==> src/rtl/sd_block_reader.sv <==
// sd_block_reader: SPI-mode SD single-block reader (CMD17).
// On i_start it waits for room for a whole block in the downstream FIFO.
// It then sends CMD17 for the current block address and collects R1.
// After the 0xFE data token it pushes 512 data bytes in card order.
// It consumes the 16-bit CRC, then advances the block address by one.
// Optional feature macro: SD_READ_CRC_CHECK_EN
//   defined   -> CRC16-CCITT (poly 0x1021, init 0) is computed over the 4096
//                data bits; a received-CRC mismatch ends the read in ERROR.
//   undefined -> the CRC bits are consumed and discarded; no CRC logic exists.
module sd_block_reader #(
  parameter logic [31:0] START_ADDR    = 32'h00F0_0000,
  parameter logic [7:0]  R1_TIMEOUT    = 8'h50,
  parameter logic [15:0] TOKEN_TIMEOUT = 16'd4096
) (
  input  logic        i_s_clk,
  input  logic        i_reset,
  input  logic        i_start,
  input  logic        MISO,
  output logic        MOSI,
  input  logic [9:0]  i_10_fifo_space,
  output logic        o_fifo_push,
  output logic [7:0]  o_8_fifo_data_in,
  output logic        o_busy,
  output logic        o_done,
  output logic        o_error,
  output logic [31:0] o_32_addr
);

  // Last allowed clock index (count starts at 0) for each response wait.
  localparam logic [15:0] R1_LAST    = {8'h00, R1_TIMEOUT} - 16'd1;
  localparam logic [15:0] TOKEN_LAST = TOKEN_TIMEOUT - 16'd1;

  typedef enum logic [3:0] {
    ST_IDLE,
    ST_WAIT_SPACE,
    ST_SEND_CMD,
    ST_WAIT_R1,
    ST_WAIT_TOKEN,
    ST_READ_DATA,
    ST_READ_CRC,
    ST_DONE,
    ST_ERROR
  } state_t;

  state_t      state_reg, state_next;
  logic [11:0] cnt_reg, cnt_next;          // bit counter of the current phase
  logic [15:0] timeout_reg, timeout_next;  // clocks spent waiting for a response
  logic [15:0] shift_reg, shift_next;      // MISO shift register (R1/token/data/CRC)
  logic [47:0] cmd_reg, cmd_next;          // outgoing CMD17 frame, MSB leaves first
  logic [31:0] addr_reg, addr_next;
  logic        push_reg, push_next;
  logic [7:0]  data_reg, data_next;
  logic        error_reg, error_next;
  logic [15:0] shift_in;
  logic        state_change;

`ifdef SD_READ_CRC_CHECK_EN
  logic [15:0] crc_reg, crc_next;
  logic        crc_fb;
`endif

  // Shift register contents including the bit being sampled this clock.
  assign shift_in     = {shift_reg[14:0], MISO};
  assign state_change = (state_next != state_reg);

  // Outputs decoded from registered state so they only move on posedge.
  assign MOSI             = (state_reg == ST_SEND_CMD) ? cmd_reg[47] : 1'b1;
  assign o_busy           = state_reg inside {ST_WAIT_SPACE, ST_SEND_CMD, ST_WAIT_R1,
                                              ST_WAIT_TOKEN, ST_READ_DATA, ST_READ_CRC};
  assign o_done           = (state_reg == ST_DONE);
  assign o_fifo_push      = push_reg;
  assign o_8_fifo_data_in = data_reg;
  assign o_error          = error_reg;
  assign o_32_addr        = addr_reg;

  // State register.
  always_ff @(posedge i_s_clk or posedge i_reset) begin
    if (i_reset) begin
      state_reg <= ST_IDLE;
    end else begin
      state_reg <= state_next;
    end
  end

  // Next-state logic: protocol sequencing and the two response timeouts.
  always_comb begin
    state_next = state_reg;
    case (state_reg)
      ST_IDLE: begin
        if (i_start) state_next = ST_WAIT_SPACE;
      end
      ST_WAIT_SPACE: begin
        // A whole block must fit so that no push can ever meet a full FIFO.
        if (i_10_fifo_space >= 10'd512) state_next = ST_SEND_CMD;
      end
      ST_SEND_CMD: begin
        if (cnt_reg == 12'd47) state_next = ST_WAIT_R1;
      end
      ST_WAIT_R1: begin
        if (cnt_reg == 12'd0) begin
          // Still hunting for the start bit (first 0 on MISO).
          if (MISO && (timeout_reg == R1_LAST)) state_next = ST_ERROR;
        end else if (cnt_reg == 12'd7) begin
          state_next = (shift_in[7:0] == 8'h00) ? ST_WAIT_TOKEN : ST_ERROR;
        end
      end
      ST_WAIT_TOKEN: begin
        if (shift_in[7:0] == 8'hFE) begin
          state_next = ST_READ_DATA;
        end else if (timeout_reg == TOKEN_LAST) begin
          state_next = ST_ERROR;
        end
      end
      ST_READ_DATA: begin
        if (cnt_reg == 12'd4095) state_next = ST_READ_CRC;
      end
      ST_READ_CRC: begin
        if (cnt_reg == 12'd15) begin
`ifdef SD_READ_CRC_CHECK_EN
          state_next = (shift_in == crc_reg) ? ST_DONE : ST_ERROR;
`else
          state_next = ST_DONE;
`endif
        end
      end
      ST_DONE:  state_next = ST_IDLE;
      ST_ERROR: state_next = ST_IDLE;
      default:  state_next = ST_IDLE;
    endcase
  end

  // Datapath next values: command shifting, MISO capture, byte pushes, address.
  always_comb begin
    cnt_next     = cnt_reg;
    timeout_next = timeout_reg;
    shift_next   = shift_reg;
    cmd_next     = cmd_reg;
    addr_next    = addr_reg;
    push_next    = 1'b0;
    data_next    = data_reg;
    error_next   = error_reg;
`ifdef SD_READ_CRC_CHECK_EN
    crc_next     = crc_reg;
    crc_fb       = crc_reg[15] ^ MISO;
`endif
    case (state_reg)
      ST_IDLE: begin
        if (i_start) error_next = 1'b0;
      end
      ST_WAIT_SPACE: begin
        // Keep the frame loaded so it is ready on the SEND_CMD entry clock.
        cmd_next = {8'h51, addr_reg, 8'hFF};
      end
      ST_SEND_CMD: begin
        cmd_next = {cmd_reg[46:0], 1'b1};
        cnt_next = cnt_reg + 12'd1;
      end
      ST_WAIT_R1: begin
        if (cnt_reg == 12'd0) timeout_next = timeout_reg + 16'd1;
        if ((cnt_reg != 12'd0) || !MISO) begin
          shift_next = shift_in;
          cnt_next   = cnt_reg + 12'd1;
        end
      end
      ST_WAIT_TOKEN: begin
        timeout_next = timeout_reg + 16'd1;
        shift_next   = shift_in;
      end
      ST_READ_DATA: begin
        shift_next = shift_in;
        cnt_next   = cnt_reg + 12'd1;
        // The byte is registered here and appears on the FIFO port next clock.
        if (cnt_reg[2:0] == 3'd7) begin
          push_next = 1'b1;
          data_next = shift_in[7:0];
        end
`ifdef SD_READ_CRC_CHECK_EN
        crc_next = {crc_reg[14:0], 1'b0} ^ (crc_fb ? 16'h1021 : 16'h0000);
`endif
      end
      ST_READ_CRC: begin
        shift_next = shift_in;
        cnt_next   = cnt_reg + 12'd1;
      end
      ST_DONE: begin
        addr_next = addr_reg + 32'd1;
      end
      default: begin
      end
    endcase
    if (state_next == ST_ERROR) error_next = 1'b1;
    // Every phase starts with clean counters and an empty shift register.
    if (state_change) begin
      cnt_next     = 12'd0;
      timeout_next = 16'd0;
      shift_next   = 16'd0;
    end
`ifdef SD_READ_CRC_CHECK_EN
    if (state_change && (state_next == ST_READ_DATA)) crc_next = 16'h0000;
`endif
  end

  // Datapath registers; reset aborts any read in progress without pushes.
  always_ff @(posedge i_s_clk or posedge i_reset) begin
    if (i_reset) begin
      cnt_reg     <= 12'd0;
      timeout_reg <= 16'd0;
      shift_reg   <= 16'd0;
      cmd_reg     <= 48'hFFFF_FFFF_FFFF;
      addr_reg    <= START_ADDR;
      push_reg    <= 1'b0;
      data_reg    <= 8'h00;
      error_reg   <= 1'b0;
    end else begin
      cnt_reg     <= cnt_next;
      timeout_reg <= timeout_next;
      shift_reg   <= shift_next;
      cmd_reg     <= cmd_next;
      addr_reg    <= addr_next;
      push_reg    <= push_next;
      data_reg    <= data_next;
      error_reg   <= error_next;
    end
  end

`ifdef SD_READ_CRC_CHECK_EN
  // Running CRC over the data bits, checked against the received CRC.
  always_ff @(posedge i_s_clk or posedge i_reset) begin
    if (i_reset) begin
      crc_reg <= 16'h0000;
    end else begin
      crc_reg <= crc_next;
    end
  end
`endif

endmodule

==> config.mk <==
export PLATFORM = sky130hd
export DESIGN_NAME = sd_block_reader
export DESIGN_NICKNAME = d
export VERILOG_FILES = /design/src/rtl/sd_block_reader.sv
export SDC_FILE = /design/constraint.sdc
export NUM_CORES = 1
export LEC_CHECK = 0
export ABC_AREA = 1
export BUFFER_PORTS_ARGS = -buffer_cell sky130_fd_sc_hd__clkbuf_2
export CAP_MARGIN = 20
export CORE_UTILIZATION = 54
export CTS_CLUSTER_DIAMETER = 150
export DETAILED_ROUTE_END_ITERATION = 10
export PLACE_DENSITY = 0.77
export SLEW_MARGIN = 30
export SYNTH_ARGS = -nofsm -noshare
export SYNTH_HDL_FRONTEND = slang
export SYNTH_SLANG_ARGS = --single-unit
export TNS_END_PERCENT = 100
==> constraint.sdc <==
create_clock -name i_s_clk -period 3.7 [get_ports i_s_clk]
set_clock_uncertainty 0.1 [all_clocks]
set_input_delay 0.74 -clock i_s_clk [delete_from_list [all_inputs] [get_ports i_s_clk]]
set_output_delay 0.74 -clock i_s_clk [all_outputs]
set_load 0.02 [all_outputs]
After elaboration in Yosys (flattened, before gate mapping) --
Index checks and enable logic that the tools add are counted. Widths: inputs -> output; s select.
Word-level totals: register bits after elaboration 129, bits of input ports 14, output and inout bits 45, word-level logic and storage cells 81
Cells by class: add/subtract/negate cells 3, order comparisons 1, equality and inequality tests 19, multiplexer cells 28, reductions and logical operators 21
Operators with widths (count):
- $pmux 48 s2 | 1
- $mux 4 | 11
- $add 32x1->32 const B | 1
- $mux 16 | 2
- $pmux 16 s2 | 1
- $pmux 4 s7 | 1
- $mux 12 | 2
- $pmux 12 s2 | 1
- $add 16x1->16 const B | 1
- $eq 16x12->1 const B | 1
- $eq 16x7->1 const B | 1
- $eq 4x3->1 const B | 4
- $mux 7 | 2
- $pmux 7 s2 | 1
- $add 12x1->12 const B | 1
- $eq 12x12->1 const B | 1
- $eq 12x3->1 const B | 1
- $eq 12x4->1 const B | 1
- $eq 12x6->1 const B | 1
- $logic_not 12->1 | 1
- $reduce_bool 12->1 | 1
- $ge 10x10->1 const B | 1
- $reduce_and 2->1 | 5
- $reduce_bool 3->1 | 3
- other kinds (16) | 26

Depth between registers and ports, before layout --
Gate-level depths: netlist (run 1).
depth in word-level cells 8, mapped depth 17, depth with buffers taken out 16

Least setup slack after synthesis (run 1) --
No wires, ideal clock.
path kind input to register, from input MISO, to register cnt_reg[0], setup time 0.117 ns, arrival time 2.010 ns, data required time 3.483 ns, setup slack 1.473 ns, stages 14, buffers on the path 1, cells stage by stage nand2_1 inv_1 nand3_1 nor2_1 nand3_2 nand2_2 nand2_2 nor2_1 nor2_1 nor2_4 nand4_2 buf_2 nand3_1 nand2_1
On the way: elaborated cells between the ends (all ways) 16, those cells by class eq/ne: 3; mux: 7; reduce/logical: 6
RTL lines:
- from (decl) | line 18 | input logic MISO,
- branches (longest 3 deep; another with $eq 8x8->1)
- $pmux 4 s7 * | line 88 | case (state_reg)
- via state_next[1] | line 45 | state_t state_reg, state_next;
- $ne 4x4->1 * | line 64 | assign state_change = (state_next != state_reg);
- $ne 3x2->1 (no line) / $reduce_bool 3->1 (equally long branches)
- $reduce_and 2->1 (no line)
- to (signal assigned) | line 215 | cnt_reg <= cnt_next;
- to (decl) | line 46 | logic [11:0] cnt_reg, cnt_next;
Mark *: on every way through the listed nets, which the timed path passes. A chain may end at the register's enable or synchronous reset.

Worst setup path in the final report (run 1) --
from register state_reg[1], to output o_busy
On the way: word-level cells in the longest chain between the ends 2, elaborated cells between the ends (all ways) 7, those cells by class eq/ne: 6; reduce/logical: 1
RTL lines:
- from (decl) | line 45
- from (signal assigned) | line 81 | state_reg <= state_next;
- $eq 4x1->1, or another cell as far along | line 68 | assign o_busy = state_reg inside {ST_WAIT_SPACE, ST_SEND_CMD, ST_WAIT_R1,
- $reduce_bool 6->1 * | line 68
- to (decl) | line 23 | output logic o_busy,
Mark *: on every way between the ends. The rest lies on a longest branch, timed or not.

==> results of run 1 <==
worst max path at each step:
stage | startpoint | end | slack, ns | cells after the start
global route | state_reg[1]$_DFF_PP0_ | o_busy | 0.57 | 7
finish | state_reg[1]$_DFF_PP0_ | o_busy | 0.76 | 7
CTS | state_reg[1]$_DFF_PP0_ | o_busy | 0.73 | 7
global placement | MISO | cnt_reg[1]$_DFFE_PP0P_ | 0.83 | 15
floorplan | i_reset | cnt_reg[0]$_DFFE_PP0P_ | 1.41 | 1
detailed placement | MISO | cnt_reg[2]$_DFFE_PP0P_ | 0.77 | 10
cell usage in the layout, fill, tap and decap left out, types with 4 or more instances in the layout:
master	n
nand2_1	211
nor2_2	9
nor4_1	10
inv_1	95
o211ai_1	29
clkinv_2	4
clkbuf_8	4
a21oi_1	14
xor2_1	45
ha_1	5
dfstp_2	44
o21ai_0	13
dfrtp_1	77
clkbuf_2	49
nand4_1	12
clkbuf_16	17
nor3_1	19
nand3b_1	4
inv_2	6
nor2_1	89
buf_4	5
nand3_1	50
nand2_2	7
where the power goes:
| group | switching, mW | internal, mW |
|---|---|---|
| logic | 0.838 | 0.277 |
| registers | 0.0792 | 1.51 |
| clock network | 0.570 | 1.13 |
logic make-up after synthesis:
kind of cell               Yosys count  synth area share
and+or+nand+nor                    422             0.296
buffers and inverters              123            0.0776
DFF                                121             0.492
AOI/OAI and AO/OA                   61            0.0616
xor gates and xnor gates            45            0.0628
adders and majority gates            5           0.00997
through the flow:
step	power, mW	hold WS, ns	util	setup WS [ns]	cells
after floorplan	2.51	0.350	-	1.41	777
final	4.40	0.332	0.656	0.758	985
after global placement	2.68	0.358	0.601	0.831	953
after global routing	4.63	0.376	0.656	0.570	985
after CTS	4.43	0.340	0.656	0.734	985
after detailed placement	2.73	0.365	0.601	0.774	953
per-layer routing:
layer,GRT usage,share of wire,up-vias
met1,0.340,0.46,2535
li1,-,-,2588
met4,0.103,0.021,0
met3,0.0670,0.049,32
met2,0.398,0.47,167
met5,0,0,-
critical path, delay by kind of cell (launching register included):
| kind | cells | cell delay, ns |
|---|---|---|
| DFF | 1 | 0.43 |
| buffers and inverters | 3 | 0.60 |
| and+or+nand+nor | 4 | 0.66 |
cell type report:
| class | instances | area [um2] | area share |
|---|---|---|---|
| flip-flops and latches | 121 | 3080 | 0.424 |
| multi-input cells | 533 | 2710 | 0.372 |
| clock buffers | 24 | 492 | 0.0676 |
| inverters | 104 | 394 | 0.0542 |
| repair buffers | 55 | 303 | 0.0416 |
| well taps | 140 | 175 | 0.0241 |
| clock inverters | 8 | 119 | 0.0163 |
==> impl_metrics.env, run 1 <==
export IMPL_gp_congestion=0.901
export IMPL_grt_pass1_wl_mm=23.6
export IMPL_synth_nets=796
export IMPL_ys_seq_elements=121
export IMPL_reg2reg_to="cnt_reg[2]$_DFFE_PP0P_"
export IMPL_num_rows=38
export IMPL_crit_required_ns=2.86
export IMPL_hold_viol_final=0
export IMPL_power_density_nw_per_um2=606
export IMPL_syn_avg_cell_area_um2=8.07
export IMPL_worstMarginPinSlew_ns=0.745
export IMPL_die_h_um=110
export IMPL_cp_arrival_ns=2.10
export IMPL_wirelength_mm=13.9
export IMPL_cp_end_kind="output pin"
export IMPL_first_global_vias=5145
export IMPL_die_x_um=110
export IMPL_cap_violations=0
export IMPL_cts_tree="built"
export IMPL_grt_max_degree=63
export IMPL_crit_chain="inv_1 > nor2_1 > nand2_1 > inv_1 > nor2_2 > nand3_1 > clkbuf_2"
export IMPL_io_buffer_count=49
export IMPL_drv_slew=0
export IMPL_fin_crit_sh=0.795
export IMPL_timing_slew_headroom=0.503
export IMPL_start_util=0.566
export IMPL_drtPass1Iterations=6
export IMPL_syn2layout_area_growth_pct=15.9
export IMPL_post_cts_resized=0
export IMPL_yosysMostFrequentCell="nand2_1"
export IMPL_place_area_um2=6660
export IMPL_power_leakage_nw=3.40
export IMPL_drc=0
export IMPL_r2r_start="cnt_reg[0]$_DFFE_PP0P_"
export IMPL_ant_nets=0
export IMPL_nets=851
export IMPL_largest_register_ffs=40
export IMPL_root_buffer="clkbuf_16"
export IMPL_cpPeakStageDelay_ns=0.43
export IMPL_crit_fanout=12
export IMPL_cp_slowest_cell="dfrtp_1"
export IMPL_yosysTopAreaCell="dfrtp_1"
export IMPL_synth_flop_cell="dfrtp_1"
export IMPL_grt_overflow=0
export IMPL_antenna_found_initial=0
export IMPL_finalCriticalPeriod_ns=2.94
export IMPL_hold_buffers=0
export IMPL_setup_viol=0
export IMPL_cts_sinks=121
export IMPL_vias=5322
export IMPL_hold_class="in2async"
export IMPL_outcome="finished, final reports clean"
export IMPL_grt_usage=0.255
export IMPL_clk_latency_ns=0.42
export IMPL_nFillCells=911
export IMPL_ioPinCount=59
export IMPL_design_area_um2=7270
export IMPL_rsz0062_at_grt="false"
export IMPL_clkTransAtPathRegs_ns=0.06
export IMPL_core_area_um2=11100
export IMPL_layout_drive_gt1_share=0.191
export IMPL_dpl_hpwl_mm=9.65
export IMPL_post_cts_buffers=0
export IMPL_critPathMostFrequentCell="inv_1"
export IMPL_synth_warnings=0
export IMPL_syn_inst=777
export IMPL_crit_type="reg2out"
export IMPL_fmax_ghz=0.340
export IMPL_avgRoutedWirePerCell_um=14.1
export IMPL_reg2reg_slack_ns=0.92
export IMPL_finalSetupTns_ns=0
export IMPL_viasPerCell=5.40
export IMPL_synth_edf_count=0
export IMPL_syn_area_um2=6270
export IMPL_startpoint_type="flop"
export IMPL_htreeDepth=4
export IMPL_drt_iter0_drc=386
export IMPL_cts_buffers_inserted=17
export IMPL_ir_drop_uv=348
export IMPL_cts_buffer_depth=2
export IMPL_synthArstFlopShare=1.00
export IMPL_yosysSeqAreaShare=0.492
export IMPL_worst_r2r_cell_count=15
export IMPL_yosys_area_top_type_share=0.307
export IMPL_yosysUniqueCellTypes=33
export IMPL_dieArea_um2=12100
export IMPL_synth_commonest_cells="nand2_1, inv_1, nor2_1"
export IMPL_synth_area_leaders="dfrtp_1, dfstp_2, nand2_1"
export IMPL_diodes=0
Note: power is estimated with default switching activity, not from simulation.
==> inputs of run 2 (changes only) <==
- clock period: 3.7 -> 2.63 ns (I/O delays scaled with it)
==> impl_metrics.env, run 2 (synthesis results as in run 1) <==
export IMPL_cts_sinks=121
export IMPL_antenna_found_initial=0
export IMPL_nFillCells=893
export IMPL_start_util=0.566
export IMPL_netSwitchingPower_mw=2.24
export IMPL_clk_latency_ns=0.42
export IMPL_final_common_cell="nand2_1"
export IMPL_cpPeakStageDelay_ns=0.43
export IMPL_comb_power_share=0.298
export IMPL_grt_max_degree=48
export IMPL_core_area_um2=11100
export IMPL_root_buffer="clkbuf_16"
export IMPL_diodes=0
export IMPL_vias=5348
export IMPL_drt_iter0_drc=267
export IMPL_cts_buffers_inserted=17
export IMPL_drv_slew=0
export IMPL_p_int_mw=4.44
export IMPL_nets=866
export IMPL_ioPinCount=59
export IMPL_worstMarginPinSlew_ns=0.708
export IMPL_clkTransAtPathRegs_ns=0.05
export IMPL_crit_chain="inv_1 > nor2_1 > nand2_1 > buf_6 > clkinvlp_4 > nor2_4 > nand3_1 > clkbuf_2"
export IMPL_power_density_nw_per_um2=888
export IMPL_ir_drop_uv=482
export IMPL_first_global_vias=4910
export IMPL_r2r_start="cnt_reg[0]$_DFFE_PP0P_"
export IMPL_setup_viol=0
export IMPL_dieArea_um2=12100
export IMPL_pwr_share_clk=0.367
export IMPL_p_seq_frac=0.335
export IMPL_fin_crit_sh=0.954
export IMPL_ant_nets=0
export IMPL_grt_pass1_wl_mm=22.8
export IMPL_cts_tree="built"
export IMPL_final_cell_mix="nand2_1, inv_1, nor2_1, dfrtp_1"
export IMPL_finalCriticalPeriod_ns=2.51
export IMPL_htreeDepth=4
export IMPL_crit_fanout=11
export IMPL_viasPerCell=5.35
export IMPL_fmax_ghz=0.399
export IMPL_cap_violations=0
export IMPL_avgRoutedWirePerCell_um=14.1
export IMPL_cp_slowest_cell="dfrtp_1"
export IMPL_crit_type="reg2out"
export IMPL_die_x_um=110
export IMPL_outcome="finished, final reports clean"
export IMPL_reg2reg_to="cnt_reg[5]$_DFFE_PP0P_"
export IMPL_cp_arrival_ns=1.88
export IMPL_crit_required_ns=2.00
export IMPL_power_leakage_nw=3.48
export IMPL_hold_class="in2async"
export IMPL_hold_buffers=0
export IMPL_largest_register_ffs=40
export IMPL_cts_buffer_depth=2
export IMPL_p_sw_frac=0.336
export IMPL_place_area_um2=6760
export IMPL_worst_r2r_cell_count=18
export IMPL_hold_viol_final=0
export IMPL_startpoint_type="flop"
export IMPL_layout_drive_gt1_share=0.213
export IMPL_p_total_mw=6.68
export IMPL_gp_congestion=0.826
export IMPL_num_rows=38
export IMPL_drc=0
export IMPL_io_buffer_count=49
export IMPL_grt_overflow=0
export IMPL_drtPass1Iterations=5
export IMPL_cp_end_kind="output pin"
export IMPL_syn2layout_area_growth_pct=19.9
export IMPL_wirelength_mm=14.1
export IMPL_grt_usage=0.249
export IMPL_die_h_um=110
export IMPL_dpl_hpwl_mm=9.78
export IMPL_timing_slew_headroom=0.527
export IMPL_design_area_um2=7520
export IMPL_reg2reg_slack_ns=0.12
[run 2: cell types whose count changed in the layout (fill, tap and decap cells not counted), moves of 3 or more]
| cell | change |
|---|---|
| clkinv_2 | -3 |
| clkinvlp_4 | +3 |
| buf_4 | +7 |
| buf_6 | +5 |
| nand2_4 | +3 |
[run 2: area by class of cell]
class | count | area [um2] | area share
repair buffers | 69 | 452 | 0.0601
well taps | 140 | 175 | 0.0233
clock buffers | 25 | 485 | 0.0646
flip-flops and latches | 121 | 3080 | 0.410
inverters | 104 | 398 | 0.0529
clock inverters | 7 | 140 | 0.0186
multi-input cells | 534 | 2790 | 0.370
[run 2: repair_timing]
item                                    in CTS  in global routing
resized for setup                            0                 22
endpoints found under the hold margin        0                  0
setup buffers                                0                  3
endpoints found under the setup margin       0                 34
[run 2: routing by layer]
layer  part of all wire  GRT usage  wire length [um]  vias to the layer above
li1                   -          -                 -                     2617
met1               0.47      0.342              6640                     2563
met2               0.47      0.376              6570                      144
met3              0.041     0.0593               578                       24
met4              0.022      0.108               310                        0
met5                  0          0                 0                        -
[run 2: power groups by stage]
stage / combinational, mW / sequential, mW / clock, mW
finish: 1.99 / 2.24 / 2.45
global route: 2.19 / 2.26 / 2.57
CTS: 1.69 / 2.23 / 2.49
detailed placement: 1.67 / 2.26 / 0
global placement: 1.62 / 2.25 / 0
floorplan: 1.30 / 2.23 / 0
[run 2: worst max-delay path by stage]
stage	start	end	slack [ns]	cells past startpoint
CTS	cnt_reg[0]$_DFFE_PP0P_	timeout_reg[11]$_DFFE_PP0P_	0.04	13
floorplan	cnt_reg[0]$_DFFE_PP0P_	cnt_reg[0]$_DFFE_PP0P_	0.49	14
detailed placement	cnt_reg[0]$_DFFE_PP0P_	shift_reg[1]$_DFFE_PP0P_	0.11	15
global route	cnt_reg[1]$_DFFE_PP0P_	cnt_reg[5]$_DFFE_PP0P_	-0.05	18
finish	state_reg[1]$_DFF_PP0_	o_busy	0.12	8
global placement	cnt_reg[0]$_DFFE_PP0P_	shift_reg[5]$_DFFE_PP0P_	0.20	15
[run 2: stage by stage]
step	utilization	TNS [ns]	worst slack, ns	std cells	hold WS (ns)
2_1_floorplan	-	0	0.489	777	0.350
3_3_place_gp	0.610	0	0.203	964	0.362
3_5_place_dp	0.610	0	0.112	964	0.365
4_1_cts	0.666	0	0.0431	996	0.113
5_1_grt	0.679	-0.353	-0.0546	1000	0.149
6_report	0.679	0	0.121	1000	0.109
[run 2: worst max-delay path: cells and delay by family (launching register included)]
kind / cells / cell delay [ns]
buffers and inverters: 4 / 0.60
flip-flops: 1 / 0.43
AND/OR/NAND/NOR: 4 / 0.43
==> inputs of run 3 (changes only) <==
- CORE_UTILIZATION: 54 -> 56
- CTS_BUF_LIST: default -> sky130_fd_sc_hd__clkbuf_8
- PLACE_DENSITY: 0.77 -> 0.79
==> impl_metrics.env, run 3 (synthesis results as in run 1) <==
export IMPL_ioPinCount=59
export IMPL_p_int_mw=3.66
export IMPL_holdWs_ns=0.0423
export IMPL_largest_register_ffs=40
export IMPL_clkTransAtPathRegs_ns=0.07
export IMPL_pwr_share_clk=0.291
export IMPL_cap_violations=0
export IMPL_first_global_vias=5049
export IMPL_startpoint_type="flop"
export IMPL_netSwitchingPower_mw=2.17
export IMPL_diodes=0
export IMPL_postLayoutCoreUtil=0.666
export IMPL_wirelength_mm=14.2
export IMPL_final_cell_mix="nand2_1, inv_1, nor2_1, dfrtp_1"
export IMPL_final_common_cell="nand2_1"
export IMPL_drc=0
export IMPL_die_x_um=108
export IMPL_power_leakage_nw=3.39
export IMPL_vias=5419
export IMPL_place_inst=962
export IMPL_setup_slack_ns=0.0966
export IMPL_gp_congestion=0.869
export IMPL_setup_viol=0
export IMPL_grt_max_degree=63
export IMPL_fmax_ghz=0.395
export IMPL_fin_crit_sh=0.963
export IMPL_comb_power_share=0.324
export IMPL_crit_required_ns=2.00
export IMPL_cts_buffers_inserted=17
export IMPL_design_area_um2=7250
export IMPL_syn2layout_area_growth_pct=15.6
export IMPL_io_buffer_count=49
export IMPL_timing_slew_headroom=0.594
export IMPL_dieArea_um2=11600
export IMPL_drtPass1Iterations=5
export IMPL_core_area_um2=10900
export IMPL_cp_arrival_ns=1.91
export IMPL_power_density_nw_per_um2=803
export IMPL_crit_fanout=11
export IMPL_grt_overflow=0
export IMPL_ir_drop_uv=507
export IMPL_crit_type="reg2out"
export IMPL_cts_tree="built"
export IMPL_cts_buffer_depth=2
export IMPL_avgRoutedWirePerCell_um=14.3
export IMPL_cts_sinks=121
export IMPL_place_area_um2=6730
export IMPL_p_seq_frac=0.385
export IMPL_hold_class="in2async"
export IMPL_finalSetupTns_ns=0
export IMPL_nets=865
export IMPL_die_h_um=108
export IMPL_finalCriticalPeriod_ns=2.53
export IMPL_stdcell_count=999
export IMPL_num_rows=38
export IMPL_worstMarginPinSlew_ns=0.608
export IMPL_viasPerCell=5.42
export IMPL_ant_nets=0
export IMPL_drv_slew=0
export IMPL_htreeDepth=4
export IMPL_grt_usage=0.259
export IMPL_pre_cts_ws_ns=0.0879
export IMPL_p_sw_frac=0.372
export IMPL_start_util=0.576
export IMPL_root_buffer="clkbuf_8"
export IMPL_cp_end_kind="output pin"
export IMPL_p_total_mw=5.82
export IMPL_clk_latency_ns=0.44
export IMPL_antenna_found_initial=0
export IMPL_layout_drive_gt1_share=0.212
export IMPL_outcome="finished, final reports clean"
export IMPL_drt_iter0_drc=306
export IMPL_hold_viol_final=0
export IMPL_dpl_hpwl_mm=9.74
export IMPL_grt_pass1_wl_mm=23.4
run 3: cell types whose count changed in the layout (fill, tap and decap cells not counted), sizes merged:
cell and change:
buf -1, bufinv -2, clkbuf -4, clkinv +1, clkinvlp -2, inv +7
run 3: layout make-up:
| cell class | instances | area [um2] |
|---|---|---|
| sequential | 121 | 3090 |
| inverter | 104 | 394 |
| clock inverter | 11 | 115 |
| timing repair buffer | 68 | 417 |
| multi-input combinational | 534 | 2780 |
| clock buffer | 21 | 289 |
| tap | 140 | 175 |
| fill | 853 | 3640 |
run 3: path summary, 6_finish.rpt:
kind | cells past startpoint | slack [ns] | startpoint | endpoint
max in group asynchronous | 3 | 1.64 | i_reset | cmd_reg[22]$_DFFE_PP1P_
worst min register to register | 2 | 0.38 | cmd_reg[44]$_DFFE_PP1P_ | cmd_reg[44]$_DFFE_PP1P_
min in group i_s_clk | 3 | 0.34 | MISO | o_8_fifo_data_in[0]$_DFFE_PP0P_
worst min-delay path | 2 | 0.04 | i_reset | o_8_fifo_data_in[3]$_DFFE_PP0P_
worst max-delay path | 8 | 0.1 | state_reg[1]$_DFF_PP0_ | o_busy
worst max register to register | 17 | 0.14 | cnt_reg[0]$_DFFE_PP0P_ | cnt_reg[7]$_DFFE_PP0P_
run 3: power groups by stage:
stage / combinational [mW] / sequential (mW) / clock, mW
floorplan: 1.30 / 2.23 / 0
global placement: 1.57 / 2.26 / 0
detailed placement: 1.63 / 2.26 / 0
CTS: 1.63 / 2.23 / 1.72
global route: 2.07 / 2.26 / 1.80
finish: 1.88 / 2.24 / 1.70
run 3: critical path: stages (launching register included):
cell and delay, ns:
dfrtp_2 0.42, inv_1 0.09, nor2_1 0.20, nand2_1 0.12
buf_6 0.16, inv_1 0.11, nor2_2 0.07, nand3_1 0.11
clkbuf_2 0.18
run 3: routing by layer:
layer  wire length [um]  share of wire  GRT usage  vias to the layer above
li1                   -              -          -                     2617
met4                381          0.027      0.113                        0
met5                  0              0          0                        -
met2               6610           0.46      0.401                      155
met3                650          0.046     0.0539                       38
met1               6600           0.46      0.351                     2609
run 3: timing repair:
action                                  CTS  global route
setup buffers                             0             4
hold buffers                              0             0
endpoints found under the setup margin    0            26
gates resized for setup                   0            13
